## src/rtl/alu_share_arbiter.sv

```systemverilog
// alu_share_arbiter
//   Shares the single execute-stage ALU between two requesters (slot 0 = main
//   pipeline, slot 1 = auxiliary issue path). Requests are granted round-robin,
//   the granted slot's fields drive the combinational ALU, and the ALU outputs
//   are captured in a one-entry response buffer with valid/ready handshake.
//   The MTC0 pass/done code of accepted ops halts issue (DONE) or raises a
//   sticky failure flag (FAIL).
// Ports:
//   clk, rst_n                 clock, asynchronous active-low reset
//   req_valid / req_ready      per-slot request handshake (req_ready one-hot or zero)
//   reqN_alu_ctl/op1/op2/id    per-slot operation fields
//   alu_valid/ctl/op1/op2/id   drive to the ALU input
//   alu_result/branch_taken/pass_code  combinational ALU outputs
//   rsp_valid / rsp_ready      response buffer handshake
//   rsp_slot/result/branch_taken/id    buffered response contents
//   halted, fail_seen          sticky status flags
module alu_share_arbiter #(
    parameter int unsigned ALUCTL_W = 5,
    parameter int unsigned DATA_W   = 32,
    parameter int unsigned ID_W     = 20,
    parameter int unsigned CODE_W   = 2,
    parameter logic [CODE_W-1:0] MTC0_FAIL = 2'd2,
    parameter logic [CODE_W-1:0] MTC0_DONE = 2'd3
) (
    input  logic                clk,
    input  logic                rst_n,
    input  logic [1:0]          req_valid,
    output logic [1:0]          req_ready,
    input  logic [ALUCTL_W-1:0] req0_alu_ctl,
    input  logic [DATA_W-1:0]   req0_op1,
    input  logic [DATA_W-1:0]   req0_op2,
    input  logic [ID_W-1:0]     req0_id,
    input  logic [ALUCTL_W-1:0] req1_alu_ctl,
    input  logic [DATA_W-1:0]   req1_op1,
    input  logic [DATA_W-1:0]   req1_op2,
    input  logic [ID_W-1:0]     req1_id,
    output logic                alu_valid,
    output logic [ALUCTL_W-1:0] alu_ctl,
    output logic [DATA_W-1:0]   alu_op1,
    output logic [DATA_W-1:0]   alu_op2,
    output logic [ID_W-1:0]     alu_id,
    input  logic [DATA_W-1:0]   alu_result,
    input  logic                alu_branch_taken,
    input  logic [CODE_W-1:0]   alu_pass_code,
    output logic                rsp_valid,
    input  logic                rsp_ready,
    output logic                rsp_slot,
    output logic [DATA_W-1:0]   rsp_result,
    output logic                rsp_branch_taken,
    output logic [ID_W-1:0]     rsp_id,
    output logic                halted,
    output logic                fail_seen
);

    typedef enum logic [0:0] {
        ST_RUN  = 1'b0,
        ST_HALT = 1'b1
    } state_e;

    state_e              state_q, state_d;
    logic                rr_ptr_q, rr_ptr_d;
    logic                rsp_valid_q, rsp_valid_d;
    logic                rsp_slot_q, rsp_slot_d;
    logic [DATA_W-1:0]   rsp_result_q, rsp_result_d;
    logic                rsp_branch_q, rsp_branch_d;
    logic [ID_W-1:0]     rsp_id_q, rsp_id_d;
    logic                halted_q, halted_d;
    logic                fail_seen_q, fail_seen_d;

    logic                grant_vld_s;
    logic                grant_slot_s;
    logic                can_issue_s;
    logic                accept_s;

    // Round-robin grant: a lone requester wins outright, a contest goes to rr_ptr.
    always_comb begin
        grant_vld_s  = 1'b0;
        grant_slot_s = 1'b0;
        case (req_valid)
            2'b01: begin
                grant_vld_s  = 1'b1;
                grant_slot_s = 1'b0;
            end
            2'b10: begin
                grant_vld_s  = 1'b1;
                grant_slot_s = 1'b1;
            end
            2'b11: begin
                grant_vld_s  = 1'b1;
                grant_slot_s = rr_ptr_q;
            end
            default: begin
                grant_vld_s  = 1'b0;
                grant_slot_s = 1'b0;
            end
        endcase
    end

    // Issue is possible in RUN when the buffer is empty or drains this cycle,
    // which lets a drain and a new accept overlap for one op per cycle.
    always_comb begin
        can_issue_s = (state_q == ST_RUN) && (!rsp_valid_q || rsp_ready);
        accept_s    = grant_vld_s && can_issue_s;
    end

    // Handshake and ALU drive; the ALU sees a NOP with zero fields unless an op issues.
    always_comb begin
        req_ready = 2'b00;
        alu_valid = 1'b0;
        alu_ctl   = '0;
        alu_op1   = '0;
        alu_op2   = '0;
        alu_id    = '0;
        if (accept_s) begin
            alu_valid = 1'b1;
            if (grant_slot_s) begin
                req_ready = 2'b10;
                alu_ctl   = req1_alu_ctl;
                alu_op1   = req1_op1;
                alu_op2   = req1_op2;
                alu_id    = req1_id;
            end else begin
                req_ready = 2'b01;
                alu_ctl   = req0_alu_ctl;
                alu_op1   = req0_op1;
                alu_op2   = req0_op2;
                alu_id    = req0_id;
            end
        end else begin
            req_ready = 2'b00;
        end
    end

    // Next state: load buffer and steer pointer on accept, otherwise drain or hold.
    always_comb begin
        state_d      = state_q;
        rr_ptr_d     = rr_ptr_q;
        rsp_valid_d  = rsp_valid_q;
        rsp_slot_d   = rsp_slot_q;
        rsp_result_d = rsp_result_q;
        rsp_branch_d = rsp_branch_q;
        rsp_id_d     = rsp_id_q;
        halted_d     = halted_q;
        fail_seen_d  = fail_seen_q;
        if (accept_s) begin
            rsp_valid_d  = 1'b1;
            rsp_slot_d   = grant_slot_s;
            rsp_result_d = alu_result;
            rsp_branch_d = alu_branch_taken;
            rsp_id_d     = alu_id;
            rr_ptr_d     = ~grant_slot_s;
            if (alu_pass_code == MTC0_DONE) begin
                state_d  = ST_HALT;
                halted_d = 1'b1;
            end else if (alu_pass_code == MTC0_FAIL) begin
                fail_seen_d = 1'b1;
            end else begin
                fail_seen_d = fail_seen_q;
            end
        end else if (rsp_valid_q && rsp_ready) begin
            rsp_valid_d = 1'b0;
        end else begin
            rsp_valid_d = rsp_valid_q;
        end
    end

    // State and response registers; everything clears on rst_n low.
    always_ff @(posedge clk or negedge rst_n) begin
        if (!rst_n) begin
            state_q      <= ST_RUN;
            rr_ptr_q     <= 1'b0;
            rsp_valid_q  <= 1'b0;
            rsp_slot_q   <= 1'b0;
            rsp_result_q <= '0;
            rsp_branch_q <= 1'b0;
            rsp_id_q     <= '0;
            halted_q     <= 1'b0;
            fail_seen_q  <= 1'b0;
        end else begin
            state_q      <= state_d;
            rr_ptr_q     <= rr_ptr_d;
            rsp_valid_q  <= rsp_valid_d;
            rsp_slot_q   <= rsp_slot_d;
            rsp_result_q <= rsp_result_d;
            rsp_branch_q <= rsp_branch_d;
            rsp_id_q     <= rsp_id_d;
            halted_q     <= halted_d;
            fail_seen_q  <= fail_seen_d;
        end
    end

    assign rsp_valid        = rsp_valid_q;
    assign rsp_slot         = rsp_slot_q;
    assign rsp_result       = rsp_result_q;
    assign rsp_branch_taken = rsp_branch_q;
    assign rsp_id           = rsp_id_q;
    assign halted           = halted_q;
    assign fail_seen        = fail_seen_q;

endmodule

```

## config.mk

```make
export PLATFORM = sky130hd
export DESIGN_NAME = alu_share_arbiter
export DESIGN_NICKNAME = d
export VERILOG_FILES = /design/src/rtl/alu_share_arbiter.sv
export SDC_FILE = /design/constraint.sdc
export NUM_CORES = 1
export LEC_CHECK = 0
export ABC_CLOCK_PERIOD_IN_PS = 4500
export CORE_AREA = 2 2 141 143
export DETAILED_ROUTE_END_ITERATION = 10
export DIE_AREA = 0 0 143 145
export PLACE_DENSITY = 0.58
export SYNTH_ARGS = -nofsm -noshare
export SYNTH_HDL_FRONTEND = slang
export SYNTH_SLANG_ARGS = --single-unit
export TNS_END_PERCENT = 5
```

## constraint.sdc

```tcl
create_clock -name clk -period 4.5 [get_ports clk]
set_input_delay 0.9 -clock clk [delete_from_list [all_inputs] [get_ports clk]]
set_output_delay 0.9 -clock clk [all_outputs]
set_load 0.05 [all_outputs]
```

==> run summary <==
Die X -> 143 um
Critical Path Start Type -> input pin
Power per cell area -> 600 nW/um^2
Most instantiated library cell after synthesis -> a22o_1
R2R depth -> 5
FF-to-FF Start -> rsp_valid
Lkg Pwr -> 3.47 nW
Max_cap viols -> 0
Setup TNS -> 0 ps
Largest family of logic cells by synthesized area -> compound AO/OA/AOI/OAI gates
Hold Fails Final Rpt -> 0
Pins Over Slew Limit -> 0
Dpl hpwl -> 14,800 um
Synthesized flop and latch total -> 58
Io pins -> 367
Netlist cell types -> 21
Syn Nets -> 507
Initial Util -> 17.2%
Final Cycle Share -> 84.4%
Via/cell ratio -> 4.47
Largest net degree at the start of global routing -> 103
Post-Synthesis Cells -> 289
Rel. slew slack -> 49.2%
Num CTS Buffers -> 9
Post-synth top area cell -> dfrtp_1
Critical Path Most Common Cell -> buf_12
Post-CTS setup buffer count -> 0
CTS-repair resized insts -> 0
DR WL/cell -> 20.3 um
CTS tree -> yes
Setup Skew -> 8.20 ps
WP data arrival -> 2900 ps
Seq/Total Area, Yosys -> 43.8%
DR pass1 iterations -> 4
Ys Warns -> 0
Mux share of post-synthesis cell area -> 11.2%
Family with the most delay on the worst path -> buffers and inverters
Vias -> 4,080
Filler Cell Count -> 1,766
Clock buffer depth -> 2
Reg clk slew, reported paths -> 50 ps
Global route overflow -> 0
Port buffer count -> 366
Worst setup path start -> req_valid[1]
Xor/xnor share of the synthesized area -> 0%
1st-iter DRT viols -> 217
HP Class -> flip-flop to flip-flop
Worst path max stage delay -> 430 ps
CP required -> 3600 ps
Post-synthesis adder-cell area fraction -> 0%
Final min period -> 3800 ps
Number of global-route vias before repair -> 4,159
Total track usage -> 16.8%
Initial antenna violation count -> 2
Status -> complete, no violations
Critical Path Stages -> 6
CP cell instances -> clkdlybuf4s50_1, buf_4, a2111oi_4, buf_12, a22o_1, buf_12
Top cells by count, synth -> 69 x a22o_1, 58 x dfrtp_1, 33 x mux2_2, 22 x a21o_1
Post-Synth Simple-Gate Area -> 7.86%
Area fraction in compound gates after synthesis -> 30.6%
Critical path's slowest cell -> clkdlybuf4s50_1
Max VDD drop -> 0.373 mV
Final WL -> 18,500 um
CP endpoint kind -> output pin
Worst r2r dst -> rsp_result[17]
Worst-Skew Late Latency -> 320 ps
Core area -> 19,200 sq um
Placer congestion estimate -> 1.03
Max Fanout on Critical Path -> 102
Synthesized cell area -> 3310 sq um
Post-synth EDFFs -> 0
Share of Yosys cell area claimed by the top area cell type -> 43.8%
Class of the most critical setup path -> input pin to output pin
First-pass GRT wire length -> 26,400 um
Reg2Reg Setup Slack -> 2480 ps
Layout cell share with drive strength beyond 1 -> 24.3%
Clk sink count -> 58
Area Overhead vs Synth -> 155%
# setup viols final -> 0
CP bufs+invs -> 4
H-tree levels -> 3
Worst setup endpoint -> alu_op2[0]
Worst Tran Pin Value -> 762 ps
Synth top area cells -> dfrtp_1 44%, a22o_1 18%, mux2_2 11%, a221o_1 6.0%, a21o_1 5.0%
Post-Synthesis Mean Instance Area -> 11.5 sq um
Root buf cell -> clkbuf_16
Hold_buf cts -> 0
RSZ-0062 raised after global routing -> false
Fmax -> 263 MHz
Commonest register cell after synthesis -> dfrtp_1
Async set or reset register ratio after synthesis -> 100%
Die Area -> 20,700 sq um
Rows -> 51
Die Y -> 145 um
Routed Antenna Nets -> 0
Final nets -> 859
Residual DRC -> 0
Power, Total -> 5.06 mW
worst min path at each step:
| stage | depth (start not counted) | slack (ps) | endpoint | from |
|---|---|---|---|---|
| floorplan | 1 | 530 | rr_ptr_q | rr_ptr_q |
| global placement | 1 | 450 | fail_seen | fail_seen |
| detailed placement | 1 | 460 | fail_seen | fail_seen |
| CTS | 1 | 470 | fail_seen | fail_seen |
| global route | 1 | 490 | rsp_slot | rsp_slot |
| finish | 1 | 470 | fail_seen | fail_seen |
where the power goes:
group          switching [mW]  total (mW)  internal, mW  leakage, nW
Sequential              0.156       0.934         0.778        0.690
Clock                   0.242       0.742         0.500        0.149
Combinational            1.98        3.39          1.41         2.63
Total                    2.38        5.06          2.69         3.47
registers in the layout, summed over array words and instances, names as in the netlist:
signal and flops:
halted 1, rsp_result 32, rsp_branch_taken 1, rr_ptr_q 1
rsp_valid 1, rsp_slot 1, fail_seen 1, rsp_id 20
area by class of cell:
cell class                      count  area, sq um  share of cell area (%)
Antenna cell                        1         2.50                  0.0297
Clock buffer                       12          246                    2.92
Clock inverter                      4         75.1                   0.890
Inverter                            3         16.3                   0.193
Multi-Input combinational cell    193         1650                    19.5
Sequential cell                    58         1450                    17.2
Tap cell                          265          332                    3.93
Timing Repair Buffer              376         4670                    55.3
through the flow:
step / worst slack [ps] / hold WS (ps) / cell area, sq um / instances / utilization, %
floorplan: 965 / 531 / 3310 / 289 / -
global placement: 720 / 452 / 8120 / 895 / 42.3
detailed placement: 731 / 458 / 8120 / 895 / 42.3
CTS: 711 / 470 / 8440 / 911 / 43.9
global route: 608 / 489 / 8440 / 911 / 43.9
finish: 703 / 473 / 8440 / 912 / 43.9
worst register-to-register path: cells and delay by family, from the launching register on:
family,cells,cell delay [ps]
buffers and inverters,2,510
DFF,1,380
muxes,1,410
and+or+nand+nor,2,600
cells by family (layout without fill, tap and decap cells):
| logic type | after synthesis | after routing |
|---|---|---|
| AO/OA/AOI/OAI | 114 | 114 |
| flip-flops | 58 | 58 |
| AND/OR/NAND/NOR | 46 | 46 |
| buffers and inverters | 38 | 395 |
| multiplexers | 33 | 33 |
| other | 0 | 1 |
per-layer routing:
layer	global-route usage, %	wire length, um
met1	20.6	7400
met2	27.9	8920
met3	5.91	1810
met4	4.70	352
met5	0	25
cells in the final DEF (no fill, tap or decap), types with 2 or more instances in the layout:
| master | instances |
|---|---|
| inv_1 | 2 |
| a21o_1 | 22 |
| buf_4 | 9 |
| clkinvlp_4 | 2 |
| nand2_1 | 20 |
| a22o_1 | 69 |
| a221o_1 | 20 |
| a31o_2 | 2 |
| clkdlybuf4s50_1 | 273 |
| mux2_2 | 33 |
| dfrtp_1 | 58 |
| clkbuf_1 | 2 |
| clkbuf_16 | 9 |
| buf_12 | 93 |
| nor4_1 | 20 |
| bufinv_16 | 2 |
(Power assumes the default switching activity.)
